--- config.mk ---
export PLATFORM = sky130hd
export DESIGN_NAME = hazard_ctrl
export DESIGN_NICKNAME = d
export VERILOG_FILES = /design/src/rtl/hazard_ctrl.sv
export SDC_FILE = /design/constraint.sdc
export NUM_CORES = 1
export LEC_CHECK = 0
export CORE_AREA = 4 4 90 92
export DETAILED_ROUTE_END_ITERATION = 10
export DIE_AREA = 0 0 94 96
export DONT_BUFFER_PORTS = 1
export PLACE_DENSITY = 0.57
export RECOVER_POWER = 25
export SYNTH_ARGS = -nofsm -noshare
export SYNTH_HDL_FRONTEND = slang
export SYNTH_SLANG_ARGS = --single-unit
--- constraint.sdc ---
create_clock -name clk -period 2.2 [get_ports clk]
set_input_delay 0.22 -clock clk [delete_from_list [all_inputs] [get_ports clk]]
set_output_delay 0.22 -clock clk [all_outputs]
set_load 0.01 [all_outputs]
--- src/rtl/hazard_ctrl.sv ---
// hazard_ctrl: pipeline sequencing controller for the 5-stage core.
//
// Generates load enables, flushes and bubbles for the PC, IF_ID, ID_EX, EX_MEM
// and MEM_WB registers. Three hazard sources are resolved in fixed priority:
// data-memory wait, then taken-branch/jump redirect, then load-use. Also keeps
// saturating stall/redirect counters and a sticky memory-wait watchdog flag.
//
// Ports:
//   clk, Reset            clock (rising edge), asynchronous active-low reset
//   MemRead_ex, rdAddr_ex load in EX and its destination register
//   rs1Addr_id/rs2Addr_id source registers of the ID instruction
//   rs1Used_id/rs2Used_id ID instruction actually reads rs1/rs2
//   Branch_taken_ex       EX resolves a taken branch or jump
//   MemAccess_mem         MEM stage has an active load/store
//   mem_ready             data memory completes the access this cycle
//   cnt_clr               synchronous clear of stall_cnt and flush_cnt
//   PC_write .. MEM_WB_bubble  pipeline register controls (combinational)
//   stall_cnt, flush_cnt  saturating performance counters
//   mem_timeout           sticky watchdog flag
//   state_o               current state (RUN=0, MWAIT=1, REDIR=2)
module hazard_ctrl #(
    parameter int unsigned REDIRECT_BUBBLES = 2,
    parameter int unsigned TIMEOUT          = 255,
    parameter int unsigned CNT_W            = 16
) (
    input  logic             clk,
    input  logic             Reset,
    input  logic             MemRead_ex,
    input  logic [4:0]       rdAddr_ex,
    input  logic [4:0]       rs1Addr_id,
    input  logic [4:0]       rs2Addr_id,
    input  logic             rs1Used_id,
    input  logic             rs2Used_id,
    input  logic             Branch_taken_ex,
    input  logic             MemAccess_mem,
    input  logic             mem_ready,
    input  logic             cnt_clr,
    output logic             PC_write,
    output logic             IF_ID_write,
    output logic             IF_ID_flush,
    output logic             ID_EX_write,
    output logic             ID_EX_flush,
    output logic             EX_MEM_write,
    output logic             MEM_WB_bubble,
    output logic [CNT_W-1:0] stall_cnt,
    output logic [CNT_W-1:0] flush_cnt,
    output logic             mem_timeout,
    output logic [1:0]       state_o
);

    typedef enum logic [1:0] {
        StRun   = 2'd0,
        StMwait = 2'd1,
        StRedir = 2'd2
    } state_e;

    localparam int unsigned      WaitW     = $clog2(TIMEOUT + 1);
    localparam logic [WaitW-1:0] WaitMax   = WaitW'(TIMEOUT);
    localparam logic [1:0]       RedirLoad = 2'(REDIRECT_BUBBLES - 1);
    localparam logic [CNT_W-1:0] CntMax    = {CNT_W{1'b1}};

    state_e           state_q, state_d;
    logic [1:0]       redir_cnt_q, redir_cnt_d;
    logic [WaitW-1:0] wait_cnt_q, wait_cnt_d;
    logic [CNT_W-1:0] stall_cnt_q, stall_cnt_d;
    logic [CNT_W-1:0] flush_cnt_q, flush_cnt_d;
    logic             mem_timeout_q, mem_timeout_d;

    logic mstall;
    logic lu;
    logic redirect;
    logic lu_stall;

    // Hazard terms are gated by Reset so that the outputs fall back to their
    // no-hazard values as soon as reset asserts, without waiting for an edge.
    always_comb begin
        mstall = Reset & MemAccess_mem & ~mem_ready;
        lu     = Reset & MemRead_ex & (rdAddr_ex != 5'd0) &
                 ((rs1Used_id & (rs1Addr_id == rdAddr_ex)) |
                  (rs2Used_id & (rs2Addr_id == rdAddr_ex)));
    end

    // Next-state and control outputs
    always_comb begin
        PC_write      = 1'b1;
        IF_ID_write   = 1'b1;
        IF_ID_flush   = 1'b0;
        ID_EX_write   = 1'b1;
        ID_EX_flush   = 1'b0;
        EX_MEM_write  = 1'b1;
        MEM_WB_bubble = 1'b0;
        state_d       = state_q;
        redir_cnt_d   = redir_cnt_q;
        redirect      = 1'b0;
        lu_stall      = 1'b0;

        if (mstall) begin
            // Freeze everything up to EX_MEM; redir_cnt is held.
            PC_write      = 1'b0;
            IF_ID_write   = 1'b0;
            ID_EX_write   = 1'b0;
            EX_MEM_write  = 1'b0;
            MEM_WB_bubble = 1'b1;
            state_d       = StMwait;
        end else if (Reset) begin
            case (state_q)
                StRedir: begin
                    // EX and ID hold bubbles here, so branch and lu are ignored.
                    IF_ID_flush = 1'b1;
                    if (redir_cnt_q <= 2'd1) begin
                        redir_cnt_d = 2'd0;
                        state_d     = StRun;
                    end else begin
                        redir_cnt_d = redir_cnt_q - 2'd1;
                        state_d     = StRedir;
                    end
                end
                default: begin
                    // StRun, or StMwait leaving because the access completed.
                    if (Branch_taken_ex) begin
                        redirect    = 1'b1;
                        IF_ID_flush = 1'b1;
                        ID_EX_flush = 1'b1;
                        redir_cnt_d = RedirLoad;
                        state_d     = (RedirLoad != 2'd0) ? StRedir : StRun;
                    end else if (redir_cnt_q != 2'd0) begin
                        // Memory wait interrupted a redirect: finish its bubbles.
                        state_d = StRedir;
                    end else if (lu) begin
                        lu_stall    = 1'b1;
                        PC_write    = 1'b0;
                        IF_ID_write = 1'b0;
                        ID_EX_flush = 1'b1;
                        state_d     = StRun;
                    end else begin
                        state_d = StRun;
                    end
                end
            endcase
        end
    end

    // Counters and watchdog
    always_comb begin
        stall_cnt_d = stall_cnt_q;
        flush_cnt_d = flush_cnt_q;

        if (cnt_clr) begin
            stall_cnt_d = '0;
        end else if ((mstall | lu_stall) && (stall_cnt_q != CntMax)) begin
            stall_cnt_d = stall_cnt_q + 1'b1;
        end

        if (cnt_clr) begin
            flush_cnt_d = '0;
        end else if (redirect && (flush_cnt_q != CntMax)) begin
            flush_cnt_d = flush_cnt_q + 1'b1;
        end

        if (!mstall) begin
            wait_cnt_d = '0;
        end else if (wait_cnt_q != WaitMax) begin
            wait_cnt_d = wait_cnt_q + 1'b1;
        end else begin
            wait_cnt_d = wait_cnt_q;
        end

        mem_timeout_d = mem_timeout_q | (mstall & (wait_cnt_d == WaitMax));
    end

    always_ff @(posedge clk or negedge Reset) begin
        if (!Reset) begin
            state_q       <= StRun;
            redir_cnt_q   <= 2'd0;
            wait_cnt_q    <= '0;
            stall_cnt_q   <= '0;
            flush_cnt_q   <= '0;
            mem_timeout_q <= 1'b0;
        end else begin
            state_q       <= state_d;
            redir_cnt_q   <= redir_cnt_d;
            wait_cnt_q    <= wait_cnt_d;
            stall_cnt_q   <= stall_cnt_d;
            flush_cnt_q   <= flush_cnt_d;
            mem_timeout_q <= mem_timeout_d;
        end
    end

    assign stall_cnt   = stall_cnt_q;
    assign flush_cnt   = flush_cnt_q;
    assign mem_timeout = mem_timeout_q;
    assign state_o     = state_q;

endmodule

==> results.json <==
{
  "ys_seq_area_share_pct": 44.89,
  "synthDominantCellAreaShare_pct": 44.89,
  "cap_violations": 0,
  "p_per_area_mw_per_mm2": 504.3,
  "holdPathEnd": "state_o[0]$_DFFE_PN0P_",
  "cp_max_fo": 7,
  "syn_area_sq_mm": 0.002509,
  "layout.nets": 339,
  "rsz0062_at_grt": "false",
  "floorplan.rows": 31,
  "crit_type": "reg2reg",
  "startpoint_type": "register",
  "syn-num-nets": 305,
  "ir_drop_v": 0.0002584,
  "antennaDiodeCount": 0,
  "fp.dieH_um": 96,
  "setup_ws_ps": 87.05,
  "clock_latency_ps": 300,
  "die_w_um": 94,
  "cts_root_buffer": "clkbuf_8",
  "multiInputGateArea_sq_mm": 0.001339,
  "final_cell_mix": "dfrtp_1, nor2_1, buf_4",
  "synthToLayoutAreaGrowth_pct": 18.85,
  "routed_wl_mm": 6.073,
  "synth_warnings": 0,
  "status": "finished, final reports clean",
  "grt_max_degree": 46,
  "fin_crit_ps": 2113,
  "fmax_mhz": 473.3,
  "portBuffers": 0,
  "clk_pin_slew_worst_paths_ps": 80,
  "synth_top_cell_by_area": "dfrtp_1",
  "fillers": 749,
  "layout-drive-gt1-share_pct": 16.61,
  "drt-wirelength-per-cell_um": 14.74,
  "rr_worst_depth": 7,
  "clkSinkCount": 45,
  "drc_errors": 0,
  "setup_viol": 0,
  "vias": 2177,
  "grt_overflow_total": 0,
  "drtPass1Iterations": 4,
  "antenna_found_initial": 0,
  "holdWs_ps": 70.10,
  "maxSlewHeadroom_pct": 24.46,
  "r2r-start": "stall_cnt[0]$_DFFE_PN0P_",
  "ys_async_sr_fraction_pct": 100.0,
  "hold_path.class": "in2reg",
  "core_sq_mm": 0.007214,
  "synthTopCellsByArea": "dfrtp_1, xor2_1, nor2_1, a21oi_1, nand3_1",
  "initial_core_util_pct": 34.77,
  "htree_levels": 2,
  "min_delay_path_depth": 1,
  "routabilityCongestion": 0.7728,
  "r2r-end": "stall_cnt[14]$_DFFE_PN0P_",
  "hold_violations": 0,
  "cp-end-kind": "register",
  "grt_pass1_wl_mm": 9.853,
  "fin_crit_sh_pct": 96.04,
  "grt_pass1_vias": 2044,
  "report.final.slew_viol_count": 0,
  "dieArea_sq_mm": 0.009024,
  "drt_iter0_markers": 64,
  "tightest_slew_ps": 1133,
  "tns_ps": 0,
  "crit_arrival_ps": 2330,
  "crit_required_ps": 2420,
  "ant_nets": 0,
  "synth_ff_type": "dfrtp_1",
  "hp-start": "Reset",
  "grt_usage_pct": 13.80,
  "syn_avg_cell_area_sq_um": 9.024,
  "synth.ff_latch_count": 45,
  "cts_buffer_depth": 2,
  "seqCellArea_sq_mm": 0.001126,
  "synth_edf_count": 0,
  "vias_per_cell": 5.284,
  "ios": 66,
  "p_leak_uw": 0.001253,
  "cts_made_buffers": 5,
  "layout_commonest_cell": "dfrtp_1",
  "synth_cell_types": 46,
  "cts_tree": "built",
  "finClkSkew_ps": 6.678,
  "netlist_instances": 278,
  "place.detailed.hpwl_mm": 4.407,
  "r2r_setup_slack_ps": 90,
  "post-place-ws_ps": -15.87
}
-- synthesized netlist by cell type, drive strengths merged (3+ instances only) --
cell type and count:
and2 4, nor2 37, nand4 11, dfrtp 45
xnor2 4, o31ai 3, nor4 6, ha 3
inv 8, nand3 17, clkbuf 3, or4 4
buf 7, and3 5, a31oi 3, or3 10
mux2i 3, nand2 17, o21ai 14, a21oi 18
nor3 10, xor2 22
-- logic make-up after synthesis --
group | after synthesis | share of synthesized area (%)
buf+inv | 18 | 3.192
mux | 5 | 2.095
compound gates | 50 | 12.27
xor+xnor | 26 | 9.077
fa+ha+maj | 3 | 1.496
simple gates | 131 | 26.98
flops | 45 | 44.89
-- how the worst max path moves through the flow --
| stage | slack, ps | cells after the start | endpoint | startpoint |
|---|---|---|---|---|
| finish | 90 | 7 | stall_cnt[14]$_DFFE_PN0P_ | stall_cnt[0]$_DFFE_PN0P_ |
| global route | 10 | 7 | stall_cnt[7]$_DFFE_PN0P_ | stall_cnt[0]$_DFFE_PN0P_ |
| CTS | 30 | 7 | stall_cnt[14]$_DFFE_PN0P_ | stall_cnt[0]$_DFFE_PN0P_ |
| detailed placement | -20 | 8 | stall_cnt[5]$_DFFE_PN0P_ | stall_cnt[0]$_DFFE_PN0P_ |
| global placement | 50 | 7 | stall_cnt[14]$_DFFE_PN0P_ | stall_cnt[0]$_DFFE_PN0P_ |
| floorplan | 30 | 8 | stall_cnt[14]$_DFFE_PN0P_ | stall_cnt[0]$_DFFE_PN0P_ |
-- layout make-up --
class                           instances  share of cell area, %
Inverter                                8                  1.007
Multi-Input combinational cell        216                  44.90
Sequential cell                        45                  37.77
Tap cell                               99                  4.154
Timing Repair Buffer                   36                  9.484
Clock buffer                            8                  2.686
-- sequential cells by signal (all words and copies together), names as in the netlist --
register     flops
flush_cnt       16
stall_cnt       16
wait_cnt_q       8
redir_cnt_q      2
state_o          2
mem_timeout      1
-- where the power goes --
group / internal [uW] / switching, uW
sequential: 841 / 11.0
combinational: 69.1 / 88.1
clock: 226 / 268
-- critical path, stage by stage (launching register included) --
cell	delay, ps
dfrtp_1	390
ha_2	190
nand3_1	80
nor4_1	90
or3b_1	390
o22a_4	240
or4_4	520
a21oi_2	140
-- routing by layer --
layer | vias to the layer above | part of all wire, % | global-route usage (%)
li1 | 1070 | - | -
met1 | 1047 | 41 | 15.94
met2 | 53 | 50 | 23.77
met3 | 7 | 7.9 | 5.395
met4 | 0 | 1.1 | 3.971
met5 | - | 0 | 0
-- stage by stage --
stage | cells | util [%] | total power, uW | cell area (sq um)
2_1_floorplan | 278 | - | 959.0 | 2511
3_3_place_gp | 399 | 39.16 | 990.8 | 2825
3_5_place_dp | 399 | 39.16 | 992.4 | 2825
4_1_cts | 410 | 41.09 | 1536 | 2964
5_1_grt | 412 | 41.33 | 1580 | 2982
6_report | 412 | 41.33 | 1504 | 2982
-- timing repair --
action	in CTS	in global routing
gates resized for setup	1	5
endpoints found under the setup margin	10	12
pin swaps	0	5
hold buffers	3	0
endpoints found under the hold margin	76	0
gates cloned	0	1
setup buffers	0	1
No activity file was read; power rests on OpenSTA's default activity.
